## config.mk

```make
export PLATFORM = sky130hd
export DESIGN_NAME = reg_dump_ctrl
export DESIGN_NICKNAME = d
export VERILOG_FILES = /design/src/rtl/reg_dump_ctrl.sv
export SDC_FILE = /design/constraint.sdc
export NUM_CORES = 1
export LEC_CHECK = 0
export ABC_AREA = 1
export BUFFER_PORTS_ARGS = -buffer_cell sky130_fd_sc_hd__buf_2
export CAP_MARGIN = 25
export CORE_UTILIZATION = 50
export CTS_BUF_LIST = sky130_fd_sc_hd__clkbuf_8
export CTS_CLUSTER_SIZE = 30
export DETAILED_ROUTE_END_ITERATION = 10
export GPL_ROUTABILITY_DRIVEN = 0
export PLACE_DENSITY = 0.84
export SLEW_MARGIN = 20
export SYNTH_ARGS = -nofsm -noshare
export SYNTH_HDL_FRONTEND = slang
export SYNTH_SLANG_ARGS = --single-unit
```

## constraint.sdc

```tcl
create_clock -name clk -period 1.4 [get_ports clk]
set_clock_uncertainty 0.05 [all_clocks]
set_input_delay 0.28 -clock clk [delete_from_list [all_inputs] [get_ports clk]]
set_output_delay 0.28 -clock clk [all_outputs]
set_load 0.01 [all_outputs]
```

## src/rtl/reg_dump_ctrl.sv

```systemverilog
// reg_dump_ctrl: streams a contiguous (wrapping) range of register-file
// entries out over a valid/ready interface, one word per two cycles at best.
//
// Ports:
//   clk, rst          - clock; asynchronous active-low reset
//   start, abort      - begin a dump (IDLE only) / cancel a dump in progress
//   first_addr        - first register index, latched with start
//   last_addr         - final register index, latched with start
//   rf_raddr          - register-file read address (registered)
//   rf_rdata          - register-file read data, combinational from rf_raddr
//   out_valid/ready   - output stream handshake
//   out_data/addr     - captured register value and its index
//   out_last          - marks the final word of the dump
//   busy              - high whenever a dump is in progress
//   done              - one-cycle pulse on normal completion
module reg_dump_ctrl #(
  parameter int unsigned DATA_WIDTH = 32,
  parameter int unsigned ADDR_WIDTH = 5
) (
  input  logic                  clk,
  input  logic                  rst,
  input  logic                  start,
  input  logic                  abort,
  input  logic [ADDR_WIDTH-1:0] first_addr,
  input  logic [ADDR_WIDTH-1:0] last_addr,
  output logic [ADDR_WIDTH-1:0] rf_raddr,
  input  logic [DATA_WIDTH-1:0] rf_rdata,
  output logic                  out_valid,
  input  logic                  out_ready,
  output logic [DATA_WIDTH-1:0] out_data,
  output logic [ADDR_WIDTH-1:0] out_addr,
  output logic                  out_last,
  output logic                  busy,
  output logic                  done
);

  typedef enum logic [1:0] {
    IDLE = 2'd0,
    READ = 2'd1,
    SEND = 2'd2,
    DONE = 2'd3
  } state_t;

  state_t                state, state_d;
  logic [ADDR_WIDTH-1:0] cur, cur_d;
  logic [ADDR_WIDTH-1:0] stop, stop_d;
  logic [ADDR_WIDTH-1:0] raddr_d;
  logic [DATA_WIDTH-1:0] data_d;
  logic [ADDR_WIDTH-1:0] oaddr_d;
  logic                  valid_d, last_d, busy_d, done_d;

  logic handshake_c;
  logic abort_c;
  logic launch_c;

  assign handshake_c = out_valid && out_ready;
  // Abort only matters once a dump is running.
  assign abort_c     = abort && (state != IDLE);
  // A same-cycle abort suppresses start in IDLE.
  assign launch_c    = start && !abort;

  // State and datapath registers.
  always_ff @(posedge clk or negedge rst) begin
    if (!rst) begin
      state     <= IDLE;
      cur       <= '0;
      stop      <= '0;
      rf_raddr  <= '0;
      out_data  <= '0;
      out_addr  <= '0;
      out_valid <= 1'b0;
      out_last  <= 1'b0;
      busy      <= 1'b0;
      done      <= 1'b0;
    end else begin
      state     <= state_d;
      cur       <= cur_d;
      stop      <= stop_d;
      rf_raddr  <= raddr_d;
      out_data  <= data_d;
      out_addr  <= oaddr_d;
      out_valid <= valid_d;
      out_last  <= last_d;
      busy      <= busy_d;
      done      <= done_d;
    end
  end

  // Next-state logic.
  always_comb begin
    state_d = state;
    case (state)
      IDLE: if (launch_c) state_d = READ;
      READ: state_d = SEND;
      SEND: if (handshake_c) state_d = out_last ? DONE : READ;
      DONE: state_d = IDLE;
      default: state_d = IDLE;
    endcase
    if (abort_c) state_d = IDLE;
  end

  // Next values of the registered datapath and outputs.
  always_comb begin
    cur_d   = cur;
    stop_d  = stop;
    raddr_d = rf_raddr;
    data_d  = out_data;
    oaddr_d = out_addr;
    valid_d = out_valid;
    last_d  = out_last;

    case (state)
      IDLE: begin
        if (launch_c) begin
          cur_d   = first_addr;
          stop_d  = last_addr;
          raddr_d = first_addr;
        end
      end
      READ: begin
        // rf_raddr already equals cur, so rf_rdata is the word for cur.
        data_d  = rf_rdata;
        oaddr_d = cur;
        last_d  = (cur == stop);
        valid_d = 1'b1;
      end
      SEND: begin
        if (handshake_c) begin
          valid_d = 1'b0;
          if (out_last) begin
            last_d = 1'b0;
          end else begin
            // Index arithmetic wraps naturally at 2^ADDR_WIDTH.
            cur_d   = ADDR_WIDTH'(cur + 1'b1);
            raddr_d = ADDR_WIDTH'(cur + 1'b1);
          end
        end
      end
      default: ;
    endcase

    if (abort_c) begin
      valid_d = 1'b0;
      last_d  = 1'b0;
      raddr_d = '0;
    end

    busy_d = (state_d != IDLE);
    done_d = (state_d == DONE);
  end

endmodule

```

==> results of run 1 <==
==> through the flow <==
| stage | setup slack (ps) | area [sq um] | std cells | hold slack [ps] | utilization, % |
|---|---|---|---|---|---|
| after floorplan | 176 | 2440 | 294 | -65.6 | - |
| after global placement | 80.6 | 3020 | 452 | 253 | 63.8 |
| after detailed placement | -4.13 | 3020 | 452 | 260 | 63.8 |
| after CTS | -1.44 | 3280 | 469 | 81.5 | 69.5 |
| after global routing | -50.4 | 3340 | 472 | 91.5 | 70.7 |
| final | 22.6 | 3340 | 472 | 95.3 | 70.7 |
==> state kept, by name (all words and copies together) (netlist names) <==
| register | cells |
|---|---|
| out_data | 32 |
| cur | 5 |
| out_addr | 5 |
| rf_raddr | 5 |
| stop | 5 |
| state | 2 |
| busy | 1 |
| done | 1 |
| out_last | 1 |
| out_valid | 1 |
==> cell type report <==
type | instances | area share (%)
Multi-Input combinational cell | 210 | 27.6
Clock buffer | 11 | 4.54
Tap cell | 67 | 2.51
Clock inverter | 5 | 3.00
Timing Repair Buffer | 102 | 16.6
Inverter | 19 | 2.21
Sequential cell | 58 | 43.6
==> worst max-delay path by stage <==
stage | end | cells past startpoint | start
final | cur[4] | 7 | state[1]
after global routing | cur[4] | 7 | state[1]
after CTS | rf_raddr[0] | 7 | state[0]
after detailed placement | busy | 5 | state[0]
after global placement | cur[3] | 7 | state[1]
after floorplan | cur[3] | 7 | state[1]
==> worst reg2reg max path, cell delays in order, from the launching register on <==
cell     delay, ps
dfrtp_2        420
inv_2           70
nor2_4         230
inv_4          100
o21ai_4        220
inv_2           50
nand2_1         50
nand2_1         60
==> cells in the final DEF (no fill, tap or decap), drive strengths merged, types with 2 or more instances in the layout <==
cell type and count:
buf 101, clkinv 2, clkbuf 11, dfrtp 58, inv 19, nand2 165, nand3 8, xor2 2
bufinv 3, nor2 12, o21ai 16, nand4 2
==> repair_timing <==
| action | CTS | global route |
|---|---|---|
| resized for setup | 1 | 11 |
| endpoints found under the hold margin | 58 | 0 |
| buffers inserted | 0 | 2 |
| hold buffers | 1 | 0 |
| pin swaps | 0 | 2 |
| setup endpoints to repair | 2 | 25 |
| gates cloned | 0 | 1 |
==> where the power goes <==
| group | internal (mW) | total [mW] | switching, mW |
|---|---|---|---|
| clock network | 1.27 | 1.92 | 0.647 |
| logic | 0.623 | 1.53 | 0.906 |
| registers | 2.13 | 2.40 | 0.274 |
==> cell families (layout without fill, tap and decap cells) <==
group	count (synthesis)	after routing
AOI/OAI and AO/OA	17	18
xor gates and xnor gates	2	2
adders and majority gates	1	1
buffers and inverters	27	137
DFF	58	58
and+or+nand+nor	189	189
==> per-layer routing <==
metal	GRT usage, %	share of wire (%)
met1	28.2	44
met2	37.4	47
met3	4.72	5.9
met4	12.0	2.2
met5	0	0
==> results.toml, run 1 <==
[sta]
fin_crit_sh_pct = 98.4
slew_violations = 0
setup_tns_ps = 0
fmax_ghz = 0.726
rsz0062_at_grt = "yes"
hold_viol = 0
finalSetupViolCount = 0
worst_pin_slew_ps = 310
relSlewSlack_pct = 79.4
fin_crit_ps = 1380

[worst_setup_path]
slowest_delay_ps = 420
crit_type = "flop to flop"
worst_setup_path_start_kind = "flop"
crit_slowest_cell = "dfrtp_2"
crit_fanout = 8
timing.rr.end = "cur[4]"
required_ps = 1570
worstPathCellList = "inv_2, nor2_4, inv_4, o21ai_4, inv_2, nand2_1, nand2_1"
path_delay_family = "flip-flops"
ff2ff_path_depth = 7
cp_num_buf_inv = 3
reg2reg_slack_ps = 20
endpoint_kind = "flop"
arrival_ps = 1550
r2r_start = "state[1]"

[yosys]
synth-simple-area-share_pct = 30.9
yosysWarnings = 0
synth_nets = 342
synth_top_family_by_area = "simple AND/OR/NAND/NOR gates"
netlist_area_sq_mm = 0.00244
synth_area_per_cell_sq_um = 8.32
synth_edf_count = 0
synth.mux.area_fraction_pct = 0
async_flop_share_pct = 100
yosysMostFrequentCell = "nand2_1"
synth_compound_area_share_pct = 3.99
synthXorXnorAreaFrac_pct = 0.716
synth_commonest_cells = "163 x nand2_1, 58 x dfrtp_1, 15 x inv_1"
synth_cell_type_count = 20
syn_inst = 294
ys_seq_elements = 58
yosysSeqAreaShare_pct = 59.4
synth.top_cell.area_share_pct = 59.4
synth_ff_type = "dfrtp_1"
yosys.area.top_type = "dfrtp_1"
synth-adder-area-share_pct = 0.512
yosys-top-cells-area = "dfrtp_1 59%, nand2_1 25%, inv_1 2.3%"

[clock_network]
insertion_delay_ps = 330
clock_path_buffers = 2
clock-sinks = 58
cts_tree = "yes"
numCtsBuffers = 9
ctsHtreeMaxLevel = 3
clock-root-buffer = "clkbuf_8"
path_clk_slew_ps = 70

[floorplanning]
num_io_pins = 93
fp.dieArea_sq_mm = 0.00517
start_util_pct = 51.8
die_y_um = 71.9
die_w_um = 71.9
rows = 25
fp.coreArea_sq_mm = 0.00472

[global_routing]
grt_start_max_net_pins = 59
grt_pass1_wl_mm = 8.88
antenna_found_initial = 0
grt_pass1_vias = 2012
grt_usage_pct = 22.6
gr-total-overflow = 0

[drt]
viasPerCell = 4.74
finalWirelength_mm = 5.72
vias = 2236
route.detailed.drc = 0
drtIter0Drc = 120
final_antenna_net_count = 0
first_pass_iters = 4
avgRoutedWirePerCell_um = 12.1

[min_path]
min_to = "out_data[8]"
min_path_cells = 3
hp-class = "input pin to flop"
hold_start = "rf_rdata[8]"

[pwr]
leakagePower_nw = 1.93
irDropWorstVdd_mv = 0.856
p_per_area_mw_per_mm2 = 1750
p_total_mw = 5.85

[flow_run]
maxCapViolCount = 0

[cells_and_area]
area_delta_synth_final_pct = 36.5
nets = 448
multi_input_area_sq_um = 921
fillers = 374
antenna_cells = 0
seqCellArea_sq_mm = 0.00145
drive_gt1_share_pct = 32.8

[place]
portBuffers = 92
hpwlAfterDp_mm = 3.88

[outcome]
status = "completed"
No activity file was read; power rests on OpenSTA's default activity.
==> run 2, diff against run 1 <==
- SETUP_SLACK_MARGIN: not set -> 0.15
==> results.toml, run 2 (same netlist as run 1, synthesis figures left out) <==
[outcome]
status = "completed"

[pwr]
switching_power_mw = 1.84
power.share.clock_pct = 32.3
leakagePower_nw = 1.96
p_comb_share_pct = 27.1
power_frac_seq_pct = 40.6
internal_power_mw = 4.07
p_sw_share_pct = 31.2
p_per_area_mw_per_mm2 = 1730
irDropWorstVdd_mv = 0.850
p_total_mw = 5.92

[worst_setup_path]
r2r_start = "state[1]"
reg2reg_slack_ps = 60
arrival_ps = 1560
timing.rr.end = "rf_raddr[1]"
ff2ff_path_depth = 9
required_ps = 1620
path_common_cell = "nand2_1"
worstPathCellList = "inv_2, buf_4, nand2_2, nand2_1, nand2_2, nand2_4, nor2_4, nand2_1, nand2_1"
crit_type = "flop to flop"
crit_fanout = 5
endpoint_kind = "flop"
worst_setup_path_start_kind = "flop"
crit_slowest_cell = "dfrtp_2"
slowest_delay_ps = 400

[clock_network]
clock-sinks = 58
path_clk_slew_ps = 70
clock_path_buffers = 2
clock-root-buffer = "clkbuf_8"
insertion_delay_ps = 330
numCtsBuffers = 9
cts_tree = "yes"
ctsHtreeMaxLevel = 3

[drt]
vias = 2285
first_pass_iters = 4
avgRoutedWirePerCell_um = 12.4
route.detailed.drc = 0
finalWirelength_mm = 5.92
drtIter0Drc = 107
final_antenna_net_count = 0
viasPerCell = 4.78

[floorplanning]
fp.dieArea_sq_mm = 0.00517
rows = 25
die_w_um = 71.9
start_util_pct = 51.8
die_y_um = 71.9
fp.coreArea_sq_mm = 0.00472
num_io_pins = 93

[min_path]
min_to = "out_data[8]"
hold_start = "rf_rdata[8]"
min_path_cells = 3
hp-class = "input pin to flop"

[global_routing]
grt_usage_pct = 23.2
antenna_found_initial = 0
grt_pass1_vias = 2070
grt_start_max_net_pins = 59
grt_pass1_wl_mm = 9.12
gr-total-overflow = 0

[sta]
setup_tns_ps = 0
fin_crit_sh_pct = 95.9
fin_crit_ps = 1340
finalSetupViolCount = 0
worst_pin_slew_ps = 312
holdWs_ps = 98.3
rsz0062_at_grt = "yes"
slew_violations = 0
hold_viol = 0
relSlewSlack_pct = 79.2
fmax_ghz = 0.745

[flow_run]
maxCapViolCount = 0

[place]
hpwlAfterDp_mm = 3.88
portBuffers = 92

[cells_and_area]
largest-register = "out_data"
drive_gt1_share_pct = 35.0
nets = 454
area_delta_synth_final_pct = 40.0
antenna_cells = 0
largest_reg_flops = 32
layout_commonest_cell = "nand2_1"
final_cell_mix = "161 x nand2_1, 92 x buf_2, 56 x dfrtp_1"
## run 2: changes by cell type in the layout (fill, tap and decap cells not counted), sizes merged
cell | previous run | this run
buf | 101 | 107
## run 2: repair_timing
| item | 4_1_cts | 5_1_grt |
|---|---|---|
| buffers inserted | 4 | 4 |
| setup endpoints to repair | 48 | 55 |
| hold endpoints to repair | 58 | 0 |
| gates cloned | 1 | 0 |
| pin swaps | 6 | 8 |
| resized for setup | 12 | 9 |
| hold buffers | 1 | 0 |
## run 2: final cells by class
class / instances / area [sq um]
tap: 67 / 83.8
inverter: 19 / 73.8
multi-input combinational: 210 / 938
fill: 363 / 1300
clock buffer: 11 / 151
clock inverter: 5 / 100
sequential: 58 / 1450
timing repair buffer: 108 / 621
## run 2: through the flow
stage          setup WS, ps  instance area, sq um  util (%)  cells
6_report               57.0                  3420      72.5    478
5_1_grt               -25.2                  3420      72.5    478
4_1_cts                91.0                  3350      71.0    474
3_5_place_dp          -4.13                  3020      63.8    452
3_3_place_gp           80.6                  3020      63.8    452
2_1_floorplan           176                  2440         -    294
## run 2: layer usage
layer,GRT usage [%],vias to the layer above,part of all wire [%]
met3,4.72,9,5.0
met4,12.0,0,1.3
li1,-,1130,-
met1,28.7,1064,44
met2,39.0,82,50
met5,0,-,0
## run 2: worst max-delay path by stage
| stage | from | endpoint |
|---|---|---|
| 2_1_floorplan | state[1] | cur[3] |
| 3_3_place_gp | state[1] | cur[3] |
| 3_5_place_dp | state[0] | busy |
| 4_1_cts | state[1] | cur[4] |
| 5_1_grt | state[1] | rf_raddr[1] |
| 6_report | state[1] | rf_raddr[1] |
## run 2: power groups by stage
stage	sequential (mW)	clock [mW]	combinational, mW
6_report	2.40	1.91	1.60
5_1_grt	2.46	2.02	1.80
4_1_cts	2.40	1.95	1.55
3_5_place_dp	2.42	0	1.49
3_3_place_gp	2.40	0	1.44
2_1_floorplan	2.59	0	0.624
## run 2: critical path, delay by kind of cell, from the launching register on
kind | cells | cell delay, ps
buffers and inverters | 2 | 210
flip-flops | 1 | 400
AND/OR/NAND/NOR | 7 | 610
